**config.mk**
```make
export PLATFORM = sky130hd
export DESIGN_NAME = reg_file_mem_flat
export DESIGN_NICKNAME = d
export VERILOG_FILES = /design/src/rtl/reg_file_mem_if.sv /design/src/rtl/reg_file_mem.sv /design/src/flat_wrapper.sv
export SDC_FILE = /design/constraint.sdc
export NUM_CORES = 1
export LEC_CHECK = 0
export ABC_AREA = 1
export ABC_CLOCK_PERIOD_IN_PS = 3120
export BUFFER_PORTS_ARGS = -buffer_cell sky130_fd_sc_hd__buf_2
export CAP_MARGIN = 20
export CORE_ASPECT_RATIO = 0.7
export CORE_MARGIN = 5
export CORE_UTILIZATION = 31
export CTS_BUF_LIST = sky130_fd_sc_hd__clkbuf_8
export DETAILED_ROUTE_END_ITERATION = 8
export PLACE_DENSITY = 0.52
export SLEW_MARGIN = 10
export SYNTH_ARGS = -nofsm -noshare
export SYNTH_HDL_FRONTEND = slang
export SYNTH_SLANG_ARGS = --single-unit
```
**constraint.sdc**
```tcl
create_clock -name clk -period 3.12 [get_ports clk]
set_clock_uncertainty 0.1 [all_clocks]
set_input_delay 0.624 -clock clk [delete_from_list [all_inputs] [get_ports clk]]
set_output_delay 0.624 -clock clk [all_outputs]
set_load 0.02 [all_outputs]
```
**src/rtl/reg_file_mem_if.sv**
```systemverilog
`default_nettype none
// ============================================================================
//  Module      : reg_file_mem_if
//  Description : Bus bundle for reg_file_mem. Carries the write port, the two
//                read ports and the clear/status handshake.
//                master : drives write/read addresses, write data and clear;
//                         observes read data, busy, wr_ack and wr_err.
//                slave  : the storage array itself.
//  Revision    : 1.0  initial release
// ============================================================================
interface reg_file_mem_if #(
    parameter int WIDTH = 8,
    parameter int DEPTH = 8
);
    localparam int AW = (DEPTH > 1) ? $clog2(DEPTH) : 1;

    logic              wr_en;
    logic [AW-1:0]     wr_addr;
    logic [WIDTH-1:0]  wr_data;
    logic [AW-1:0]     rd_addr_a;
    logic [AW-1:0]     rd_addr_b;
    logic [WIDTH-1:0]  rd_data_a;
    logic [WIDTH-1:0]  rd_data_b;
    logic              clear;
    logic              busy;
    logic              wr_ack;
    logic              wr_err;

    modport master (
        output wr_en, wr_addr, wr_data, rd_addr_a, rd_addr_b, clear,
        input  rd_data_a, rd_data_b, busy, wr_ack, wr_err
    );

    modport slave (
        input  wr_en, wr_addr, wr_data, rd_addr_a, rd_addr_b, clear,
        output rd_data_a, rd_data_b, busy, wr_ack, wr_err
    );
endinterface
`default_nettype wire

```
**src/rtl/reg_file_mem.sv**
```systemverilog
`default_nettype none
// ============================================================================
//  Module      : reg_file_mem
//  Description : DEPTH x WIDTH register-file storage with one synchronous
//                write port and two registered (latency 1) read ports.
//                A write landing on the same edge as a read of that address
//                is forwarded to the read (write-first). A clear sweep
//                rewrites the array with RESET_VALUE one word per cycle.
//  Ports       : clk  - rising-edge clock
//                rst  - asynchronous active-high reset
//                bus  - reg_file_mem_if.slave:
//                       wr_en/wr_addr/wr_data  write request
//                       rd_addr_a/rd_addr_b    read addresses
//                       rd_data_a/rd_data_b    registered read data
//                       clear                  start a clear sweep
//                       busy                   sweep in progress
//                       wr_ack / wr_err        1-cycle write result pulses
//  Revision    : 1.0  initial release
// ============================================================================
module reg_file_mem #(
    parameter int               WIDTH       = 8,
    parameter int               DEPTH       = 8,
    parameter logic [WIDTH-1:0] RESET_VALUE = '0
) (
    input  wire logic         clk,
    input  wire logic         rst,
    reg_file_mem_if.slave     bus
);

    localparam int              AW       = (DEPTH > 1) ? $clog2(DEPTH) : 1;
    // Depth held one bit wider than an address so that the range compare
    // also works when DEPTH is an exact power of two.
    localparam logic [AW:0]     DEPTH_X  = (AW + 1)'(DEPTH);
    localparam logic [AW-1:0]   LAST_PTR = AW'(DEPTH - 1);

    typedef enum logic [0:0] {
        S_IDLE  = 1'b0,
        S_CLEAR = 1'b1
    } state_t;

    state_t            state_q;
    logic [AW-1:0]     ptr_q;
    logic              busy_q;
    logic              wr_ack_q;
    logic              wr_err_q;
    logic [WIDTH-1:0]  rd_data_a_q;
    logic [WIDTH-1:0]  rd_data_b_q;
    logic [WIDTH-1:0]  mem_q [DEPTH];

    logic              w_wr_in_range;
    logic              w_port_wr;
    logic              w_we;
    logic [AW-1:0]     w_waddr;
    logic [WIDTH-1:0]  w_wdata;
    logic [WIDTH-1:0]  rd_data_a_d;
    logic [WIDTH-1:0]  rd_data_b_d;

    assign w_wr_in_range = ({1'b0, bus.wr_addr} < DEPTH_X);
    assign w_port_wr     = bus.wr_en && (state_q == S_IDLE) && w_wr_in_range;

    // The sweep and the port never write on the same edge: port writes are
    // only taken in IDLE and the sweep only runs in CLEAR.
    always_comb begin
        w_we    = 1'b0;
        w_waddr = bus.wr_addr;
        w_wdata = bus.wr_data;
        if (state_q == S_CLEAR) begin
            w_we    = 1'b1;
            w_waddr = ptr_q;
            w_wdata = RESET_VALUE;
        end else if (w_port_wr) begin
            w_we    = 1'b1;
        end
    end

    // Next read data with write-first forwarding; out-of-range reads give 0.
    always_comb begin
        rd_data_a_d = '0;
        rd_data_b_d = '0;
        if ({1'b0, bus.rd_addr_a} < DEPTH_X) begin
            if (w_we && (w_waddr == bus.rd_addr_a)) rd_data_a_d = w_wdata;
            else                                    rd_data_a_d = mem_q[bus.rd_addr_a];
        end
        if ({1'b0, bus.rd_addr_b} < DEPTH_X) begin
            if (w_we && (w_waddr == bus.rd_addr_b)) rd_data_b_d = w_wdata;
            else                                    rd_data_b_d = mem_q[bus.rd_addr_b];
        end
    end

    // Storage array. w_waddr is always in range whenever w_we is set.
    always_ff @(posedge clk or posedge rst) begin
        if (rst) begin
            for (int i = 0; i < DEPTH; i++) begin
                mem_q[i] <= RESET_VALUE;
            end
        end else if (w_we) begin
            mem_q[w_waddr] <= w_wdata;
        end
    end

    // Read data registers. Reset loads RESET_VALUE, matching the array.
    always_ff @(posedge clk or posedge rst) begin
        if (rst) begin
            rd_data_a_q <= RESET_VALUE;
            rd_data_b_q <= RESET_VALUE;
        end else begin
            rd_data_a_q <= rd_data_a_d;
            rd_data_b_q <= rd_data_b_d;
        end
    end

    // Control FSM with registered status outputs.
    always_ff @(posedge clk or posedge rst) begin
        if (rst) begin
            state_q  <= S_IDLE;
            ptr_q    <= '0;
            busy_q   <= 1'b0;
            wr_ack_q <= 1'b0;
            wr_err_q <= 1'b0;
        end else begin
            wr_ack_q <= 1'b0;
            wr_err_q <= 1'b0;
            case (state_q)
                S_IDLE: begin
                    if (bus.wr_en) begin
                        wr_ack_q <= w_wr_in_range;
                        wr_err_q <= !w_wr_in_range;
                    end
                    // A write taken on this edge lands first; the sweep
                    // then wipes it along with everything else.
                    if (bus.clear) begin
                        state_q <= S_CLEAR;
                        ptr_q   <= '0;
                        busy_q  <= 1'b1;
                    end
                end
                S_CLEAR: begin
                    // Writes and further clear requests are dropped here.
                    if (ptr_q == LAST_PTR) begin
                        state_q <= S_IDLE;
                        ptr_q   <= '0;
                        busy_q  <= 1'b0;
                    end else begin
                        ptr_q   <= ptr_q + 1'b1;
                    end
                end
                default: begin
                    state_q <= S_IDLE;
                    busy_q  <= 1'b0;
                end
            endcase
        end
    end

    assign bus.rd_data_a = rd_data_a_q;
    assign bus.rd_data_b = rd_data_b_q;
    assign bus.busy      = busy_q;
    assign bus.wr_ack    = wr_ack_q;
    assign bus.wr_err    = wr_err_q;

endmodule
`default_nettype wire
```
**src/flat_wrapper.sv**
```systemverilog
// flat-port wrapper written by rule: the top's interface ports become plain ports
module reg_file_mem_flat 
#(
    parameter int               WIDTH       = 8,
    parameter int               DEPTH       = 8,
    parameter logic [WIDTH-1:0] RESET_VALUE = '0
)
  (clk, rst, bus_wr_en, bus_wr_addr, bus_wr_data, bus_rd_addr_a, bus_rd_addr_b, bus_clear, bus_rd_data_a, bus_rd_data_b, bus_busy, bus_wr_ack, bus_wr_err);
  reg_file_mem_if #(.WIDTH(WIDTH), .DEPTH(DEPTH)) bus_i ();
  input  wire logic clk;
  input  wire logic rst;
  input wire logic [$bits(bus_i.wr_en)-1:0] bus_wr_en;
  input wire logic [$bits(bus_i.wr_addr)-1:0] bus_wr_addr;
  input wire logic [$bits(bus_i.wr_data)-1:0] bus_wr_data;
  input wire logic [$bits(bus_i.rd_addr_a)-1:0] bus_rd_addr_a;
  input wire logic [$bits(bus_i.rd_addr_b)-1:0] bus_rd_addr_b;
  input wire logic [$bits(bus_i.clear)-1:0] bus_clear;
  output wire logic [$bits(bus_i.rd_data_a)-1:0] bus_rd_data_a;
  output wire logic [$bits(bus_i.rd_data_b)-1:0] bus_rd_data_b;
  output wire logic [$bits(bus_i.busy)-1:0] bus_busy;
  output wire logic [$bits(bus_i.wr_ack)-1:0] bus_wr_ack;
  output wire logic [$bits(bus_i.wr_err)-1:0] bus_wr_err;
  assign bus_i.wr_en = bus_wr_en;
  assign bus_i.wr_addr = bus_wr_addr;
  assign bus_i.wr_data = bus_wr_data;
  assign bus_i.rd_addr_a = bus_rd_addr_a;
  assign bus_i.rd_addr_b = bus_rd_addr_b;
  assign bus_i.clear = bus_clear;
  assign bus_rd_data_a = bus_i.rd_data_a;
  assign bus_rd_data_b = bus_i.rd_data_b;
  assign bus_busy = bus_i.busy;
  assign bus_wr_ack = bus_i.wr_ack;
  assign bus_wr_err = bus_i.wr_err;
  reg_file_mem #(.WIDTH(WIDTH), .DEPTH(DEPTH), .RESET_VALUE(RESET_VALUE)) u_core (.clk(clk), .rst(rst), .bus(bus_i));
endmodule
```
======== Yosys cells after proc, flatten, opt, wreduce, memory -nomap -nowiden ========
Index checks and enable logic that the tools add are counted.
storage, ports and cells
  output and inout port bits .............. 19
  register bits after elaboration ......... 86
  input port bits ......................... 21
  word-level logic and storage cells ...... 59
cells by class
  muxes and demuxes ....................... 26
  add/sub/neg operators ................... 1
  reductions and logical operators ........ 5
  equal/unequal tests ..................... 5
  $lt $le $gt $ge ......................... 4
  bitwise operators ....................... 4
operators with widths
  cell                                                                           number
  64-bit bitwise mux                                                             1
  8-bit two-way mux                                                              8
  8-bit binary-select mux with 3-bit select                                      2
  8-bit demux with 3-bit select                                                  1
  4-bit greater-or-equal comparator (second input constant)                      3
  3-bit NOT with 4-bit output                                                    3
  3-bit two-way mux                                                              3
  1-bit two-way mux                                                              8
  3-bit == test                                                                  2
  3-bit case mux with 2 select lines                                             1
  1-bit logical AND                                                              4
  4-bit by 1-bit less-than comparator with 1-bit output (second input constant)  1
  2-bit != test (second input constant)                                          2
  1-bit case mux with 2 select lines                                             2
  3-bit by 1-bit adder with 3-bit output (second input constant)                 1
  3-bit == test (second input constant)                                          1
  2-bit AND reduction                                                            1
  1-bit NOT                                                                      1

======== Depth between registers and ports, before layout ========
  word-level depth ........................ 7
  mapped depth ............................ 10
  depth with buffers taken out ............ 8

======== Worst setup path after synthesis ========
No wires, ideal clock.
  kind .................................... in2reg
  start ................................... input port bus_rd_addr_a[2]
  end ..................................... register u_core.rd_data_a_q[0] (netlist: u_core.bus.rd_data_a[0])
  required time ........................... 2903 ps
  buffers on the path ..................... 1
  data arrival time ....................... 1575 ps
  path slack .............................. 1328 ps
  cell stages on the path ................. 8
  library setup time ...................... 117 ps
  path through ............................ buf_2 > clkinv_1 > nand3_1 > nand2_1 > nor2_4 > nand2_2 > nand2_1 > nand2_1
between the ends
  word-level cells in the longest chain between the ends .. 5
  elaborated cells between the ends (all ways) .. 7
  those cells by class .................... eq/ne (1); mux (4); bitwise (1); reduce/logical (1)
RTL lines
  item                                                   line                 source
  start, declared                                        flat_wrapper.sv:15   input wire logic [$bits(bus_i.rd_addr_a)-1:0] bus_rd_addr_a;
  3-bit NOT with 4-bit output (not written as such)      reg_file_mem.sv:82   else rd_data_a_d = mem_q[bus.rd_addr_a];
  8-bit binary-select mux with 3-bit select              reg_file_mem.sv:82
  8-bit two-way mux (not written as such) (2 in series)  reg_file_mem.sv:82
  8-bit two-way mux *                                    reg_file_mem.sv:81   if (w_we && (w_waddr == bus.rd_addr_a)) rd_data_a_d = w_wdata;
  via u_core.rd_data_a_d[0]                              reg_file_mem.sv:55   logic [WIDTH-1:0] rd_data_a_d;
  end signal, assigned                                   reg_file_mem.sv:107  rd_data_a_q <= rd_data_a_d;
  end, declared                                          reg_file_mem.sv:46   logic [WIDTH-1:0] rd_data_a_q;
Mark *: on every way through the listed nets, which the timed path passes. The rest lies on a longest branch. The select of a mux whose other input is x is not followed.
A chain may end at the register's enable or synchronous reset.

======== Worst setup path after layout ========
  start ................................... register u_core.state_q
  end ..................................... register u_core.rd_data_b_q[3] (netlist: u_core.bus.rd_data_b[3])
between the ends
  word-level cells in the longest chain between the ends .. 6
  elaborated cells between the ends (all ways) .. 9
  those cells by class .................... eq/ne (1); mux (5); bitwise (1); reduce/logical (2)
RTL lines
  item                       line                 source
  start, declared            reg_file_mem.sv:41   state_t state_q;
  start signal, assigned     reg_file_mem.sv:115  state_q <= S_IDLE;
  start signal, assigned     reg_file_mem.sv:132  state_q <= S_CLEAR;
  start signal, assigned     reg_file_mem.sv:140  state_q <= S_IDLE;
  1-bit NOT                  reg_file_mem.sv:59   assign w_port_wr = bus.wr_en && (state_q == S_IDLE) && w_wr_in_range;
  1-bit logical AND          reg_file_mem.sv:59
  1-bit two-way mux          reg_file_mem.sv:71   end else if (w_port_wr) begin
  1-bit two-way mux          reg_file_mem.sv:67   if (state_q == S_CLEAR) begin
  1-bit logical AND          reg_file_mem.sv:85   if (w_we && (w_waddr == bus.rd_addr_b)) rd_data_b_d = w_wdata;
  8-bit two-way mux *        reg_file_mem.sv:85
  via u_core.rd_data_b_d[3]  reg_file_mem.sv:56   logic [WIDTH-1:0] rd_data_b_d;
  end signal, assigned       reg_file_mem.sv:108  rd_data_b_q <= rd_data_b_d;
  end, declared              reg_file_mem.sv:47   logic [WIDTH-1:0] rd_data_b_q;
Mark *: on every way through the listed nets, which the timed path passes. The rest lies on a longest branch.

==> impl_metrics.env <==
export IMPL_detailed_route_drc_error_count=0
export IMPL_required_ns=3.27
export IMPL_finalSetupTns_ns=0
export IMPL_die_area_mm2=0.01906
export IMPL_utilization=0.3465
export IMPL_post_cts_repair_setup_buffers=0
export IMPL_chipWidth_um=162.9
export IMPL_fmax_mhz=452.5
export IMPL_yosys_area_top_type_share=0.4243
export IMPL_critPathMostFrequentCell="sky130_fd_sc_hd__nand2_1"
export IMPL_syn_instance_count=733
export IMPL_final_min_period_over_clock_period=0.7084
export IMPL_grt_start_max_net_pins=41
export IMPL_routedWlPerCell_um=15.69
export IMPL_detailed_routing_iterations_pass_1=5
export IMPL_rsz0062_at_grt="no"
export IMPL_clock_insertion_delay_at_the_later_pin_of_the_skew_report_ns=0.38
export IMPL_report_final_setup_viol=0
export IMPL_tritoncts="yes"
export IMPL_mostFrequentLayoutCells="sky130_fd_sc_hd__nand2_1 (330), sky130_fd_sc_hd__nand3_1 (90), sky130_fd_sc_hd__inv_1 (89)"
export IMPL_core_rowCount=39
export IMPL_max_clock_path_buffers=2
export IMPL_nFillCells=1807
export IMPL_worst_slew_pin_transition_ns=0.6088
export IMPL_powerDensity_mw_per_mm2=884.5
export IMPL_sequential_cell_area_mm2=0.002152
export IMPL_synth_area_per_cell_um2=6.920
export IMPL_cp_arrival_ns=2.36
export IMPL_port_buffer_count=38
export IMPL_worstPathCellList="inv_2, nand2_1, nand3_1, nand2_1, nor2_2, nand2_4, nand2_1, nand2_1"
export IMPL_min_period_ns=2.210
export IMPL_synth_fp_nets=756
export IMPL_drive_above_1_share=0.1423
export IMPL_globalRouteTotalUtil=0.1742
export IMPL_pre_cts_slack_ns=0.9661
export IMPL_synth_area_leaders="sky130_fd_sc_hd__dfrtp_1 (42%), sky130_fd_sc_hd__nand2_1 (24%), sky130_fd_sc_hd__nand3_1 (8.9%), sky130_fd_sc_hd__inv_1 (6.4%), sky130_fd_sc_hd__o21ai_2 (4.0%)"
export IMPL_num_vias=4610
export IMPL_mappedNetlistArea_mm2=0.005072
export IMPL_cts_hold_buffers_added=0
export IMPL_multiInputGateArea_mm2=0.002371
export IMPL_timing_worst_setup_path_type="flip-flop to flip-flop"
export IMPL_yosysWarnings=0
export IMPL_clk_pin_slew_ns=0.10
export IMPL_worstSetupStartpointType="flip-flop"
export IMPL_yosysTopAreaCell="sky130_fd_sc_hd__dfrtp_1"
export IMPL_synth_yosys_seq_area_share=0.4243
export IMPL_cts_sinks=86
export IMPL_die_y_extent_um=117.0
export IMPL_placeableCoreArea_mm2=0.01620
export IMPL_postRouteWirelength_um=15550
export IMPL_cp_max_fo=14
export IMPL_cts_max_level=3
export IMPL_avgViaCountPerCell=4.652
export IMPL_postLayoutSetupSlackWorst_ns=0.9099
export IMPL_dr_first_iter_drc_count=485
export IMPL_critical_path_endpoint_type="flip-flop"
export IMPL_area_delta_synth_final_pct=10.66
export IMPL_number_of_gates_given_a_new_drive_strength_after_cts=0
export IMPL_static_leakage_power_nw=3.077
export IMPL_hpwl_after_detailed_placement_um=10680
export IMPL_io_pins=40
export IMPL_final_max_slew_viol_count=0
export IMPL_ys_seq_elements=86
export IMPL_cts_inserted_buffers=9
export IMPL_number_of_global_route_vias_before_repair=4570
export IMPL_hold_wc_path_type="input pin to async pin"
export IMPL_antenna_left=0
export IMPL_ir_worst_vdd_mv=0.3572
export IMPL_worst_path_max_delay_cell="sky130_fd_sc_hd__dfrtp_1"
export IMPL_antenna_cells_inserted=0
export IMPL_clock_root_buffer="sky130_fd_sc_hd__clkbuf_8"
export IMPL_grt_pass1_wl_um=25470
export IMPL_overall_power_consumption_mw=4.965
export IMPL_floorplan_initialDensity=0.3131
export IMPL_timing_slew_headroom=0.5931
export IMPL_globalRouteOverflowTotal=0
export IMPL_critPathMaxStageDelay_ns=0.60
export IMPL_hold_viol_final=0
export IMPL_commonest_non_fill_non_tap_cell_in_the_layout="sky130_fd_sc_hd__nand2_1"
export IMPL_yosys_cell_types_count=24
export IMPL_num_nets_final=784
export IMPL_status="finished, final reports clean"
export IMPL_max_cap_violations=0
export IMPL_initial_antenna_violation_count=0
export IMPL_gp_routability_congestion=0.8406
kinds of logic after synthesis:
logic type                 share of synthesized area
AOI/OAI and AO/OA                            0.09176
buffers and inverters                         0.1083
adders and majority gates                   0.004933
and+or+nand+nor                               0.3700
DFF                                           0.4243
other                                      0.0007393
critical path: cells and delay by family, from the launching register on:
kind,cells,cell delay (ns)
simple gates,7,1.08
buf+inv,1,0.31
flops,1,0.60
Yosys cell counts:
cell,count
sky130_fd_sc_hd__nand2_1,330
sky130_fd_sc_hd__nand3_1,90
sky130_fd_sc_hd__inv_1,87
sky130_fd_sc_hd__dfrtp_1,86
sky130_fd_sc_hd__o21ai_1,40
sky130_fd_sc_hd__o21ai_2,23
sky130_fd_sc_hd__clkbuf_1,13
sky130_fd_sc_hd__buf_6,9
sky130_fd_sc_hd__nand2_2,9
sky130_fd_sc_hd__nor2_1,9
sky130_fd_sc_hd__buf_2,7
sky130_fd_sc_hd__clkinv_1,4
sky130_fd_sc_hd__nand2_4,4
sky130_fd_sc_hd__o21ai_0,4
sky130_fd_sc_hd__buf_1,3
sky130_fd_sc_hd__nor2_2,3
sky130_fd_sc_hd__nor2_4,3
sky130_fd_sc_hd__a21oi_4,2
sky130_fd_sc_hd__ha_1,2
sky130_fd_sc_hd__a21oi_1,1
sky130_fd_sc_hd__buf_4,1
sky130_fd_sc_hd__conb_1,1
sky130_fd_sc_hd__inv_2,1
sky130_fd_sc_hd__o22ai_1,1
per-layer routing:
metal	vias up	wire length [um]	global-route usage
li1	2314	-	-
met1	2119	7772	0.2587
met2	153	6319	0.2555
met3	24	1171	0.03535
met4	0	282	0.05363
met5	-	0	0
power by group:
group	internal, mW	switching, mW	total (mW)
combinational	0.690	1.78	2.47
sequential	1.53	0.232	1.76
clock	0.302	0.430	0.732
total	2.52	2.44	4.96
area by class of cell:
| type | instances | share of cell area |
|---|---|---|
| Clock buffer | 10 | 0.02452 |
| Clock inverter | 6 | 0.005573 |
| Inverter | 92 | 0.06175 |
| Multi-Input combinational cell | 522 | 0.4224 |
| Sequential cell | 86 | 0.3834 |
| Tap cell | 225 | 0.05016 |
| Timing Repair Buffer | 50 | 0.05216 |
sequential cells by signal, summed over array words and instances (netlist names):
register / flops
u_core.bus.busy: 1
u_core.bus.rd_data_a: 8
u_core.bus.rd_data_b: 8
u_core.bus.wr_ack: 1
u_core.mem_q: 64
u_core.ptr_q: 3
u_core.state_q: 1
worst paths after layout:
kind	start	endpoint	slack, ns	cells past startpoint
setup / recovery	u_core.state_q	u_core.bus.rd_data_b[3]	0.91	8
hold / removal	rst	u_core.mem_q[27]	0.17	2
setup reg to reg	u_core.state_q	u_core.bus.rd_data_b[3]	0.91	8
hold reg to reg	u_core.mem_q[48]	u_core.mem_q[48]	0.39	2
max in group asynchronous	rst	u_core.bus.rd_data_b[7]	2.11	3
min in group clk	bus_wr_en	u_core.bus.wr_ack	0.36	3
per-stage QoR:
stage          hold slack [ns]  instance area, um2  instances
3_5_place_dp            0.3682                5444        975
3_3_place_gp            0.3667                5444        975
5_1_grt                 0.2158                5613        991
2_1_floorplan           0.3530                5072        733
4_1_cts                 0.1872                5613        991
6_report                0.1711                5613        991
Power figures use the tool's default switching activity.
